$ cat src/rtl/rca_use_sequencer_pkg.sv
// rca_config: shared constants for the RCA use sequencer.
//   - default sizing of the sequencer (accelerator count, widths, watchdog)
//   - RCA use instruction encoding (opcode and field bit positions)
//   - sequencer state enumeration
package rca_config;

  localparam int NUM_RCAS       = 4;
  localparam int XLEN           = 32;
  localparam int ID_WIDTH       = 3;
  localparam int TIMEOUT_CYCLES = 1024;

  localparam logic [6:0] RCA_USE_OPCODE = 7'h2B;
  localparam int OPCODE_MSB = 6;
  localparam int OPCODE_LSB = 0;
  localparam int IDX_MSB    = 14;
  localparam int IDX_LSB    = 12;
  localparam int NFB_BIT    = 25;

  typedef enum logic [2:0] {
    S_IDLE,
    S_FB_WB,
    S_ARMED,
    S_RUN,
    S_RES_WB,
    S_REDIRECT
  } state_t;

endpackage

$ cat src/rtl/rca_use_sequencer_decode.sv
// rca_use_decode: combinational decoder for the RCA use instruction.
//   instr   - instruction word
//   is_use  - opcode is the RCA use opcode
//   is_nfb  - no-feedback (launch) form; 0 = feedback (arm) form
//   rca_idx - accelerator index field
//   legal   - RCA use instruction naming an existing accelerator
module rca_use_decode #(
  parameter int NUM_RCAS = 4,
  parameter int XLEN     = 32
) (
  input  logic [XLEN-1:0] instr,
  output logic            is_use,
  output logic            is_nfb,
  output logic [2:0]      rca_idx,
  output logic            legal
);
  import rca_config::*;

  assign is_use  = (instr[OPCODE_MSB:OPCODE_LSB] == RCA_USE_OPCODE);
  assign is_nfb  = instr[NFB_BIT];
  assign rca_idx = instr[IDX_MSB:IDX_LSB];
  // Widen by one bit so NUM_RCAS = 8 still fits in the comparison.
  assign legal   = is_use && ({1'b0, rca_idx} < 4'(NUM_RCAS));

  // Bits outside the decoded fields carry no meaning here.
  logic unused_instr;
  assign unused_instr = ^{instr[XLEN-1:NFB_BIT+1], instr[NFB_BIT-1:IDX_MSB+1],
                          instr[IDX_LSB-1:OPCODE_MSB+1]};

endmodule

$ cat src/rtl/rca_use_sequencer.sv
// rca_use_sequencer: executes the FB (arm) / NFB (launch) RCA use pair.
//   issue_*      - instruction acceptance handshake (issue_ready out)
//   wb_*         - writeback of result/ID, held until wb_ack
//   rca_start    - one-hot launch pulse for the armed accelerator
//   rca_sel      - armed accelerator index (selects rca_result / sbb_addr)
//   rca_done     - per-accelerator completion pulses
//   redirect*    - one-cycle fetch redirect to the captured exit address
//   error        - sticky error flag, cleared only by reset
module rca_use_sequencer #(
  parameter int NUM_RCAS       = rca_config::NUM_RCAS,
  parameter int XLEN           = rca_config::XLEN,
  parameter int ID_WIDTH       = rca_config::ID_WIDTH,
  parameter int TIMEOUT_CYCLES = rca_config::TIMEOUT_CYCLES
) (
  input  logic                        clk,
  input  logic                        rst_n,
  input  logic                        issue_new_request,
  input  logic [XLEN-1:0]             issue_instr,
  input  logic [ID_WIDTH-1:0]         issue_id,
  output logic                        issue_ready,
  output logic                        wb_done,
  output logic [ID_WIDTH-1:0]         wb_id,
  output logic [XLEN-1:0]             wb_rd,
  input  logic                        wb_ack,
  output logic [NUM_RCAS-1:0]         rca_start,
  output logic [$clog2(NUM_RCAS)-1:0] rca_sel,
  input  logic [NUM_RCAS-1:0]         rca_done,
  input  logic [XLEN-1:0]             rca_result,
  input  logic [XLEN-1:0]             sbb_addr,
  output logic                        redirect,
  output logic [XLEN-1:0]             redirect_pc,
  output logic                        error
);
  import rca_config::*;

  localparam int SEL_W = $clog2(NUM_RCAS);
  localparam int CNT_W = $clog2(TIMEOUT_CYCLES);

  logic       dec_is_use, dec_is_nfb, dec_legal;
  logic [2:0] dec_idx;

  rca_use_decode #(.NUM_RCAS(NUM_RCAS), .XLEN(XLEN)) u_decode (
    .instr   (issue_instr),
    .is_use  (dec_is_use),
    .is_nfb  (dec_is_nfb),
    .rca_idx (dec_idx),
    .legal   (dec_legal)
  );

  state_t              state_reg, state_next;
  logic [SEL_W-1:0]    sel_reg, sel_next;
  logic [ID_WIDTH-1:0] id_reg, id_next;
  logic [XLEN-1:0]     rd_reg, rd_next;
  logic [XLEN-1:0]     sbb_reg, sbb_next;
  logic                err_reg, err_next;
  logic                ok_reg, ok_next;       // run completed normally
  logic                first_reg, first_next; // RUN entry (start) cycle
  logic [CNT_W-1:0]    cnt_reg, cnt_next;

  logic unused_is_use;
  assign unused_is_use = dec_is_use;

  always_ff @(posedge clk or negedge rst_n) begin
    if (!rst_n) begin
      state_reg <= S_IDLE;
      sel_reg   <= '0;
      id_reg    <= '0;
      rd_reg    <= '0;
      sbb_reg   <= '0;
      err_reg   <= 1'b0;
      ok_reg    <= 1'b0;
      first_reg <= 1'b0;
      cnt_reg   <= '0;
    end else begin
      state_reg <= state_next;
      sel_reg   <= sel_next;
      id_reg    <= id_next;
      rd_reg    <= rd_next;
      sbb_reg   <= sbb_next;
      err_reg   <= err_next;
      ok_reg    <= ok_next;
      first_reg <= first_next;
      cnt_reg   <= cnt_next;
    end
  end

  always_comb begin
    state_next = state_reg;
    sel_next   = sel_reg;
    id_next    = id_reg;
    rd_next    = rd_reg;
    sbb_next   = sbb_reg;
    err_next   = err_reg;
    ok_next    = ok_reg;
    first_next = 1'b0;
    cnt_next   = cnt_reg;

    case (state_reg)
      S_IDLE: begin
        if (issue_new_request) begin
          id_next = issue_id;
          rd_next = '0;
          if (dec_legal && !dec_is_nfb) begin
            sel_next   = SEL_W'(dec_idx);
            state_next = S_FB_WB;
          end else begin
            err_next   = 1'b1;
            ok_next    = 1'b0;
            state_next = S_RES_WB;
          end
        end
      end
      S_FB_WB: begin
        if (wb_ack) state_next = S_ARMED;
      end
      S_ARMED: begin
        if (issue_new_request) begin
          id_next = issue_id;
          ok_next = 1'b0;
          if (dec_legal && dec_is_nfb && (dec_idx == 3'(sel_reg))) begin
            sbb_next   = sbb_addr;
            first_next = 1'b1;
            cnt_next   = '0;
            state_next = S_RUN;
          end else begin
            err_next   = 1'b1;
            rd_next    = '0;
            state_next = S_RES_WB;
          end
        end
      end
      S_RUN: begin
        // Completion is not honoured in the start cycle itself.
        if (first_reg) begin
          cnt_next = '0;
        end else if (rca_done[sel_reg]) begin
          rd_next    = rca_result;
          ok_next    = 1'b1;
          state_next = S_RES_WB;
        end else if (cnt_reg == CNT_W'(TIMEOUT_CYCLES - 1)) begin
          rd_next    = '0;
          err_next   = 1'b1;
          ok_next    = 1'b0;
          state_next = S_RES_WB;
        end else begin
          cnt_next = cnt_reg + CNT_W'(1);
        end
      end
      S_RES_WB: begin
        if (wb_ack) state_next = ok_reg ? S_REDIRECT : S_IDLE;
      end
      S_REDIRECT: state_next = S_IDLE;
      default:    state_next = S_IDLE;
    endcase
  end

  assign issue_ready = (state_reg == S_IDLE) || (state_reg == S_ARMED);
  assign wb_done     = (state_reg == S_FB_WB) || (state_reg == S_RES_WB);
  assign wb_id       = id_reg;
  assign wb_rd       = rd_reg;
  assign rca_sel     = sel_reg;
  assign rca_start   = (state_reg == S_RUN && first_reg)
                       ? ({{(NUM_RCAS-1){1'b0}}, 1'b1} << sel_reg) : '0;
  assign redirect    = (state_reg == S_REDIRECT);
  assign redirect_pc = redirect ? sbb_reg : '0;
  assign error       = err_reg;

endmodule

$ cat config.mk
export PLATFORM = sky130hd
export DESIGN_NAME = rca_use_sequencer
export DESIGN_NICKNAME = d
export VERILOG_FILES = /design/src/rtl/rca_use_sequencer_pkg.sv /design/src/rtl/rca_use_sequencer_decode.sv /design/src/rtl/rca_use_sequencer.sv
export SDC_FILE = /design/constraint.sdc
export NUM_CORES = 1
export LEC_CHECK = 0
export CAP_MARGIN = 30
export CORE_ASPECT_RATIO = 1.5
export CORE_MARGIN = 2
export CORE_UTILIZATION = 35
export CTS_CLUSTER_DIAMETER = 30
export DETAILED_ROUTE_END_ITERATION = 16
export GPL_TIMING_DRIVEN = 1
export PLACE_DENSITY = 0.78
export SLEW_MARGIN = 20
export SYNTH_ARGS = -nofsm -noshare
export SYNTH_HDL_FRONTEND = slang
export SYNTH_SLANG_ARGS = --single-unit
export TNS_END_PERCENT = 5
$ cat constraint.sdc
create_clock -name clk -period 6.05 [get_ports clk]
set_clock_uncertainty 0.05 [all_clocks]
set_input_delay 1.21 -clock clk [delete_from_list [all_inputs] [get_ports clk]]
set_output_delay 1.21 -clock clk [all_outputs]
set_load 0.05 [all_outputs]
==> results of run 1 <==
[Yosys cell counts, drive strengths merged]
cell	instances
or3b	1
or2b	2
and3	2
or2	1
a21oi	9
and4	1
nor4	4
nand2b	1
and3b	2
dlygate4sd1	2
and2	33
a41oi	2
nand2	39
nor4b	1
nor3	5
o32ai	1
nand3b	3
ha	1
a31oi	5
o31a	1
mux2	39
nor2	17
a41o	2
o221ai	1
clkbuf	7
mux4	1
o21ai	9
buf	8
xnor2	3
and4b	2
a211oi	1
dlymetal6s2s	1
inv	37
or3	3
o31ai	5
a21o	2
mux2i	32
a32o	1
nand4	3
nand3	8
dfrtp	85
[stage by stage]
stage	worst slack, ps	area [sq um]	hold WS, ps
after floorplan	2720	4210	399
after global placement	2290	5920	414
after detailed placement	2260	5920	437
after CTS	1850	6250	450
after global routing	1700	6250	459
final	1920	6250	445
[report_power, final]
part | total [uW] | switching (uW) | internal (uW) | leakage [uW]
clock | 605 | 221 | 384 | 0.000154
sequential | 604 | 20.5 | 583 | 0.00117
combinational | 288 | 149 | 140 | 0.00131
total | 1500 | 390 | 1110 | 0.00264
[metal layers]
layer	vias to the layer above	track usage, %
li1	1613	-
met1	1643	18.1
met2	101	30.8
met3	11	4.03
met4	0	5.11
met5	-	0
[area by class of cell]
type                       instances  share of cell area [%]
tap                              153                    3.06
inverter                          37                    2.22
clock inverter                     5                    1.32
multi-input combinational        243                    29.0
clock buffer                      11                    4.04
timing repair buffer             166                    26.4
sequential                        85                    34.0
[cells in the final DEF, fill, tap and decap left out, types with 3 or more instances in the layout]
cell and n:
nand2_1 39, o31ai_1 5, nor2_1 16, clkinvlp_4 3, mux2_2 38, buf_4 5
and2_1 32, nor3_1 4, nand3_1 8, clkdlybuf4s50_1 161, a21oi_1 9, xnor2_1 3
dfrtp_1 85, nand3b_1 3, nand4_1 3, inv_1 37, a31oi_1 5, clkbuf_16 9
o21ai_0 9, mux2i_1 32
[final timing paths]
check                                           to  slack, ps  depth (start not counted)                     start
max                                 redirect_pc[1]       1920                          3  state_reg[0]$_DFFE_PN0P_
max in group asynchronous  sbb_reg[12]$_DFFE_PN0P_       4140                          2                     rst_n
max reg2reg                  wb_rd[22]$_DFFE_PN0P_       3560                          6    rca_sel[0]$_DFFE_PN0P_
min                        sbb_reg[17]$_DFFE_PN0P_        440                          1   sbb_reg[17]$_DFFE_PN0P_
min reg2reg                sbb_reg[17]$_DFFE_PN0P_        440                          1   sbb_reg[17]$_DFFE_PN0P_
min in group asynchronous    wb_rd[21]$_DFFE_PN0P_        770                          1                     rst_n
[logic make-up (layout without fill, tap and decap cells)]
logic type	Yosys count	after routing	share of synthesized area, %
AO/OA/AOI/OAI	39	39	6.50
XOR/XNOR	3	3	0.624
adder cells (fa/ha/maj)	1	1	0.297
buffers and inverters	55	219	6.83
flip-flops	85	85	50.5
multiplexers	72	72	18.6
AND/OR/NAND/NOR	128	128	16.7
==> impl_metrics.py, run 1 <==
metrics = {
    "clocking": {
        "postCtsSetupRepairBufs": 0,
        "h-tree-depth": 3,
        "clk_latency_ps": 330,
        "cts.clk_slew.worst_paths_ps": 60,
        "tritoncts": "yes",
        "cts_resized": 0,
        "cts.path.max_buffers": 2,
        "numCtsBuffers": 9,
        "cts_hold_buf": 0,
        "clock-root-buffer": "clkbuf_16",
        "cts.sinks": 85,
    },
    "final_layout": {
        "drive_gt1_share_pct": 13.5,
        "antenna_cells": 0,
        "final_util_pct": 52.6,
        "stdcell_count": 700,
        "regArea_sq_um": 2130,
        "area_growth_pct": 48.4,
        "multi_input_area_sq_um": 1810,
        "nNetsFinal": 650,
        "fillers": 1048,
    },
    "critical_path": {
        "critPathKind": "flip-flop to output pin",
        "cp.arrival_ps": 2870,
        "required_ps": 4790,
        "crit_fanout": 33,
        "endpoint_kind": "output pin",
        "crit_buf_inv": 1,
        "crit_slowest_cell": "clkdlybuf4s50_1",
        "crit_family": "simple AND/OR/NAND/NOR gates",
        "path_cells": "and3b_1 > and2_1 > clkdlybuf4s50_1",
        "max_stage_delay_ps": 830,
        "cp-start-kind": "flip-flop",
    },
    "detailed_routing": {
        "drc": 0,
        "wl_per_cell_um": 15.1,
        "drtIter0Drc": 93,
        "dr.pass1.iters": 5,
        "num_vias": 3368,
        "ant_nets": 0,
        "top_layer": "met4",
        "met2_length_um": 5950,
        "wl_met1_um": 4010,
        "wl_met3_um": 509,
        "viasPerCell": 4.81,
        "totalWireLength_um": 10600,
    },
    "timing": {
        "tns_ps": 0,
        "finalCritPeriodShare_pct": 68.2,
        "relSlewSlack_pct": 43.0,
        "tightest_slew_ps": 854,
        "period_needed_ps": 4130,
        "fmax_mhz": 242,
        "final_max_slew_viol_count": 0,
        "hold_viol_final": 0,
        "setup_viol": 0,
        "rsz0062_at_grt": "false",
    },
    "placed_design": {
        "place_inst": 684,
        "hpwl_um": 7920,
        "place_congestion": 0.771,
        "port-buffer-count": 162,
    },
    "global_route": {
        "grt_max_degree": 53,
        "grt_use_total_pct": 16.5,
        "grt_pass1_vias": 3478,
        "antenna_found_initial": 0,
        "grt_pass1_wl_um": 17000,
        "grt-ovfl-total": 0,
    },
    "synthesis": {
        "synth_seq_cells": 85,
        "yosysSeqAreaShare_pct": 50.5,
        "avgSynthCellArea_sq_um": 11.0,
        "synthesis.nets": 491,
        "netlist_area_sq_um": 4210,
        "synth_area_leaders": "dfrtp_1 50%, mux2_2 10%, mux2i_1 7.6%",
        "synth_top_cell_area_share_pct": 50.5,
        "synth_cells": 383,
        "ys_warn_count": 0,
        "synth_area_leader_cell": "dfrtp_1",
        "synthDistinctLibCells": 53,
    },
    "die": {
        "core_area_sq_um": 11900,
        "die_area_sq_um": 13000,
        "rows": 49,
        "boundaryPins": 184,
        "die_y_um": 138,
        "dieWidth_um": 93.6,
        "start_util_pct": 35.4,
    },
    "run_status": {
        "status": "completed",
    },
    "hold_path": {
        "worst_hold_path_type": "flip-flop to flip-flop",
    },
    "pwr": {
        "peakVddDrop_v": 0.000124,
        "power.density_nw_per_um2": 239,
        "power_uw": 1500,
        "p_leak_uw": 0.00264,
    },
    "flow_run": {
        "maxCapViolCount": 0,
    },
}
Note: power is estimated with default switching activity, not from simulation.
==> run 2, diff against run 1 <==
==> constraint.sdc (replaced) <==
create_clock -name clk -period 3.9 [get_ports clk]
set_clock_uncertainty 0.05 [all_clocks]
set_input_delay 0.78 -clock clk [delete_from_list [all_inputs] [get_ports clk]]
set_output_delay 0.78 -clock clk [all_outputs]
set_load 0.05 [all_outputs]
==> impl_metrics.py, run 2 (synthesized netlist as in run 1, its figures left out) <==
metrics = {
    "timing": {
        "fmax_mhz": 302,
        "rsz0062_at_grt": "false",
        "relSlewSlack_pct": 58.1,
        "hold_ws_ps": 303,
        "finalCritPeriodShare_pct": 84.9,
        "hold_viol_final": 0,
        "tns_ps": 0,
        "setup_viol": 0,
        "tightest_slew_ps": 627,
        "final_max_slew_viol_count": 0,
        "period_needed_ps": 3310,
    },
    "clocking": {
        "clk_latency_ps": 330,
        "cts.clk_slew.worst_paths_ps": 60,
        "h-tree-depth": 3,
        "tritoncts": "yes",
        "clock-root-buffer": "clkbuf_16",
        "cts_resized": 0,
        "numCtsBuffers": 9,
        "cts_hold_buf": 0,
        "cts.path.max_buffers": 2,
        "cts.sinks": 85,
        "postCtsSetupRepairBufs": 0,
    },
    "pwr": {
        "power_frac_clock_pct": 38.3,
        "pwr-share-comb_pct": 20.1,
        "p_leak_uw": 0.00264,
        "power.density_nw_per_um2": 360,
        "peakVddDrop_v": 0.000249,
        "intPower_uw": 1620,
        "power_uw": 2240,
        "swShare_pct": 27.6,
        "seq_power_share_pct": 41.6,
        "switchingPower_uw": 620,
    },
    "critical_path": {
        "endpoint_kind": "output pin",
        "cp.arrival_ps": 2480,
        "crit_fanout": 33,
        "critPathKind": "flip-flop to output pin",
        "cp-start-kind": "flip-flop",
        "worstReg2RegStart": "rca_sel[0]$_DFFE_PN0P_",
        "required_ps": 3070,
        "crit_path_start": "state_reg[0]$_DFFE_PN0P_",
    },
    "die": {
        "dieWidth_um": 93.6,
        "rows": 49,
        "die_y_um": 138,
        "die_area_sq_um": 13000,
        "boundaryPins": 184,
        "core_area_sq_um": 11900,
        "start_util_pct": 35.4,
    },
    "detailed_routing": {
        "viasPerCell": 4.89,
        "ant_nets": 0,
        "wl_per_cell_um": 15.2,
        "drtIter0Drc": 143,
        "dr.pass1.iters": 4,
        "totalWireLength_um": 10700,
        "drc": 0,
        "num_vias": 3435,
    },
    "final_layout": {
        "layout_commonest_cell": "clkdlybuf4s50_1",
        "drive_gt1_share_pct": 13.8,
        "area_growth_pct": 48.1,
        "layout_common_cells": "161 x clkdlybuf4s50_1, 85 x dfrtp_1, 39 x nand2_1",
        "antenna_cells": 0,
        "final_area_sq_um": 6240,
        "nNetsFinal": 653,
    },
    "global_route": {
        "grt-ovfl-total": 0,
        "grt_use_total_pct": 16.7,
        "antenna_found_initial": 0,
        "grt_max_degree": 34,
        "grt_pass1_vias": 3495,
        "grt_pass1_wl_um": 17100,
    },
    "placed_design": {
        "placed_area_sq_um": 5940,
        "port-buffer-count": 162,
        "hpwl_um": 7950,
        "place_congestion": 0.781,
    },
    "run_status": {
        "status": "completed",
    },
    "flow_run": {
        "maxCapViolCount": 0,
    },
    "hold_path": {
        "worst_hold_path_type": "input pin to asynchronous set/reset pin",
    },
}
[run 2: changes by cell type in the layout (fill, tap and decap cells not counted), sizes merged]
cell | previous run | this run
buf | 5 | 8
inv | 37 | 39
bufinv | 2 | 1
clkbuf | 11 | 10
clkinv | 0 | 1
clkinvlp | 3 | 2
[run 2: layout make-up]
class	instances	area, sq um
Tap cell	153	191
Clock inverter	6	71.3
Sequential cell	85	2130
Multi-Input combinational cell	243	1810
Timing Repair Buffer	169	1670
Fill cell	1070	5650
Clock buffer	10	229
Inverter	37	139
[run 2: final timing paths]
check / to / slack, ps / depth (start not counted)
worst max-delay path: redirect_pc[16] / 590 / 4
worst min-delay path: sbb_reg[12]$_DFFE_PN0P_ / 300 / 1
max in group asynchronous: wb_rd[11]$_DFFE_PN0P_ / 2730 / 2
worst min register to register: sbb_reg[14]$_DFFE_PN0P_ / 450 / 1
worst max register to register: wb_rd[8]$_DFFE_PN0P_ / 1450 / 6
min in group clk: sbb_reg[14]$_DFFE_PN0P_ / 450 / 1
[run 2: critical path, cell delays in order, from the launching register on]
cell and delay (ps):
dfrtp_1 660, and3b_1 230, buf_4 260, and2_1 170, clkdlybuf4s50_1 810
[run 2: routing by layer]
metal	GRT usage, %	routed length (um)
met1	18.5	4110
met2	30.4	5680
met3	3.60	530
met4	6.71	340
met5	0	0
[run 2: metrics by stage]
step | setup slack, ps | std cells | util, %
2_1_floorplan | 998 | 383 | -
3_3_place_gp | 728 | 687 | 49.9
3_5_place_dp | 720 | 687 | 49.9
4_1_cts | 555 | 703 | 52.5
5_1_grt | 404 | 703 | 52.5
6_report | 589 | 703 | 52.5
[run 2: power by group through the flow]
stage / clock [uW] / sequential (uW) / combinational [uW]
after floorplan: 0 / 994 / 235
after global placement: 0 / 949 / 448
after detailed placement: 0 / 951 / 453
after CTS: 888 / 934 / 454
after global routing: 925 / 938 / 475
final: 859 / 934 / 450
==> run 3, diff against run 2 <==
==> constraint.sdc (replaced) <==
create_clock -name clk -period 3.1 [get_ports clk]
set_clock_uncertainty 0.05 [all_clocks]
set_input_delay 0.62 -clock clk [delete_from_list [all_inputs] [get_ports clk]]
set_output_delay 0.62 -clock clk [all_outputs]
set_load 0.05 [all_outputs]
==> impl_metrics.py, run 3 (synthesized netlist as in run 1, its figures left out) <==
metrics = {
    "clocking": {
        "postCtsSetupRepairBufs": 0,
        "clk_latency_ps": 330,
        "h-tree-depth": 3,
        "clock-root-buffer": "clkbuf_16",
        "cts_hold_buf": 0,
        "numCtsBuffers": 9,
        "cts_resized": 0,
        "cts.sinks": 85,
        "cts.clk_slew.worst_paths_ps": 60,
        "cts.path.max_buffers": 2,
        "tritoncts": "yes",
    },
    "final_layout": {
        "antenna_cells": 0,
        "stdcell_count": 705,
        "layout_commonest_cell": "clkdlybuf4s50_1",
        "fillers": 1063,
        "final_area_sq_um": 6260,
        "layout_common_cells": "128 x clkdlybuf4s50_1, 85 x dfrtp_1, 39 x nand2_1, 39 x buf_4, 38 x mux2_2",
        "drive_gt1_share_pct": 20.3,
        "area_growth_pct": 48.5,
        "final_util_pct": 52.6,
        "nNetsFinal": 656,
    },
    "critical_path": {
        "cp.arrival_ps": 2120,
        "endpoint_kind": "output pin",
        "max_stage_delay_ps": 850,
        "crit_buf_inv": 1,
        "cp-start-kind": "flip-flop",
        "crit_family": "buffers and inverters",
        "required_ps": 2430,
        "crit_fanout": 4,
        "path_cells": "and3b_2 > nand2_1 > nor3_1 > clkdlybuf4s50_1",
        "crit_slowest_cell": "clkdlybuf4s50_1",
        "critPathKind": "flip-flop to output pin",
    },
    "detailed_routing": {
        "num_vias": 3440,
        "wl_per_cell_um": 15.3,
        "drc": 0,
        "viasPerCell": 4.88,
        "totalWireLength_um": 10800,
        "dr.pass1.iters": 4,
        "ant_nets": 0,
        "drtIter0Drc": 127,
    },
    "timing": {
        "setup_viol": 0,
        "hold_viol_final": 0,
        "finalCritPeriodShare_pct": 90.0,
        "period_needed_ps": 2790,
        "tns_ps": 0,
        "fmax_mhz": 358,
        "relSlewSlack_pct": 57.5,
        "tightest_slew_ps": 636,
        "final_max_slew_viol_count": 0,
        "rsz0062_at_grt": "false",
    },
    "pwr": {
        "power.density_nw_per_um2": 463,
        "peakVddDrop_v": 0.000292,
        "power_uw": 2900,
        "p_leak_uw": 0.00275,
    },
    "hold_path": {
        "worst_hold_path_type": "input pin to asynchronous set/reset pin",
    },
    "global_route": {
        "grt_pass1_wl_um": 17300,
        "grt-ovfl-total": 0,
        "grt_pass1_vias": 3559,
        "grt_max_degree": 57,
        "grt_use_total_pct": 16.8,
        "antenna_found_initial": 0,
    },
    "placed_design": {
        "place_inst": 690,
        "place_congestion": 0.783,
        "placed_area_sq_um": 5940,
        "port-buffer-count": 162,
        "hpwl_um": 8110,
    },
    "die": {
        "start_util_pct": 35.4,
        "die_y_um": 138,
        "die_area_sq_um": 13000,
        "rows": 49,
        "dieWidth_um": 93.6,
        "core_area_sq_um": 11900,
        "boundaryPins": 184,
    },
    "flow_run": {
        "maxCapViolCount": 0,
    },
    "run_status": {
        "status": "completed",
    },
}
## run 3: changes by cell type in the layout (fill, tap and decap cells not counted)
cell / previous run / this run
bufinv_16: 1 / 2
inv_6: 2 / 0
buf_4: 8 / 39
buf_12: 0 / 5
clkinv_2: 0 / 1
clkbuf_1: 1 / 0
clkdlybuf4s50_1: 161 / 128
## run 3: power by group
group	leakage, uW	internal, uW	total [uW]	switching (uW)
clock network	0.000147	701	1140	434
registers	0.00117	1140	1150	15.2
logic	0.00142	290	608	318
total	0.00275	2130	2900	767
## run 3: cell type report
cell class	instances	area, sq um	share of cell area [%]
well taps	153	191	3.06
repair buffers	172	1670	26.8
flip-flops and latches	85	2130	34.0
inverters	37	139	2.22
clock buffers	9	225	3.60
clock inverters	6	88.8	1.42
multi-input cells	243	1810	28.9
## run 3: worst reg2reg max path: cells and delay by family (launching register included)
family	cells	cell delay (ps)
compound gates	1	340
mux	2	790
flops	1	470
simple gates	2	300
buf+inv	1	210
## run 3: layer usage
metal	routed length, um	share of wire, %	vias up	global-route usage, %
met3	535	5.0	19	3.81
met5	0	0	-	0
li1	-	-	1626	-
met2	6030	56	117	30.7
met4	217	2.0	0	6.18
met1	3980	37	1678	18.7
## run 3: final timing paths
| kind | slack (ps) | from | cells after the start | endpoint |
|---|---|---|---|---|
| min in group clk | 450 | sbb_reg[1]$_DFFE_PN0P_ | 1 | sbb_reg[1]$_DFFE_PN0P_ |
| max in group asynchronous | 2190 | rst_n | 2 | cnt_reg[9]$_DFFE_PN0P_ |
| hold reg to reg | 450 | sbb_reg[1]$_DFFE_PN0P_ | 1 | sbb_reg[1]$_DFFE_PN0P_ |
| setup / recovery | 310 | state_reg[2]$_DFFE_PN0P_ | 4 | rca_start[2] |
| hold / removal | 170 | rst_n | 1 | wb_rd[26]$_DFFE_PN0P_ |
| setup reg to reg | 840 | rca_sel[0]$_DFFE_PN0P_ | 6 | wb_rd[17]$_DFFE_PN0P_ |
## run 3: stage by stage
stage	worst slack (ps)	hold slack (ps)
2_1_floorplan	358	274
3_3_place_gp	268	415
3_5_place_dp	184	437
4_1_cts	317	175
5_1_grt	246	183
6_report	310	169
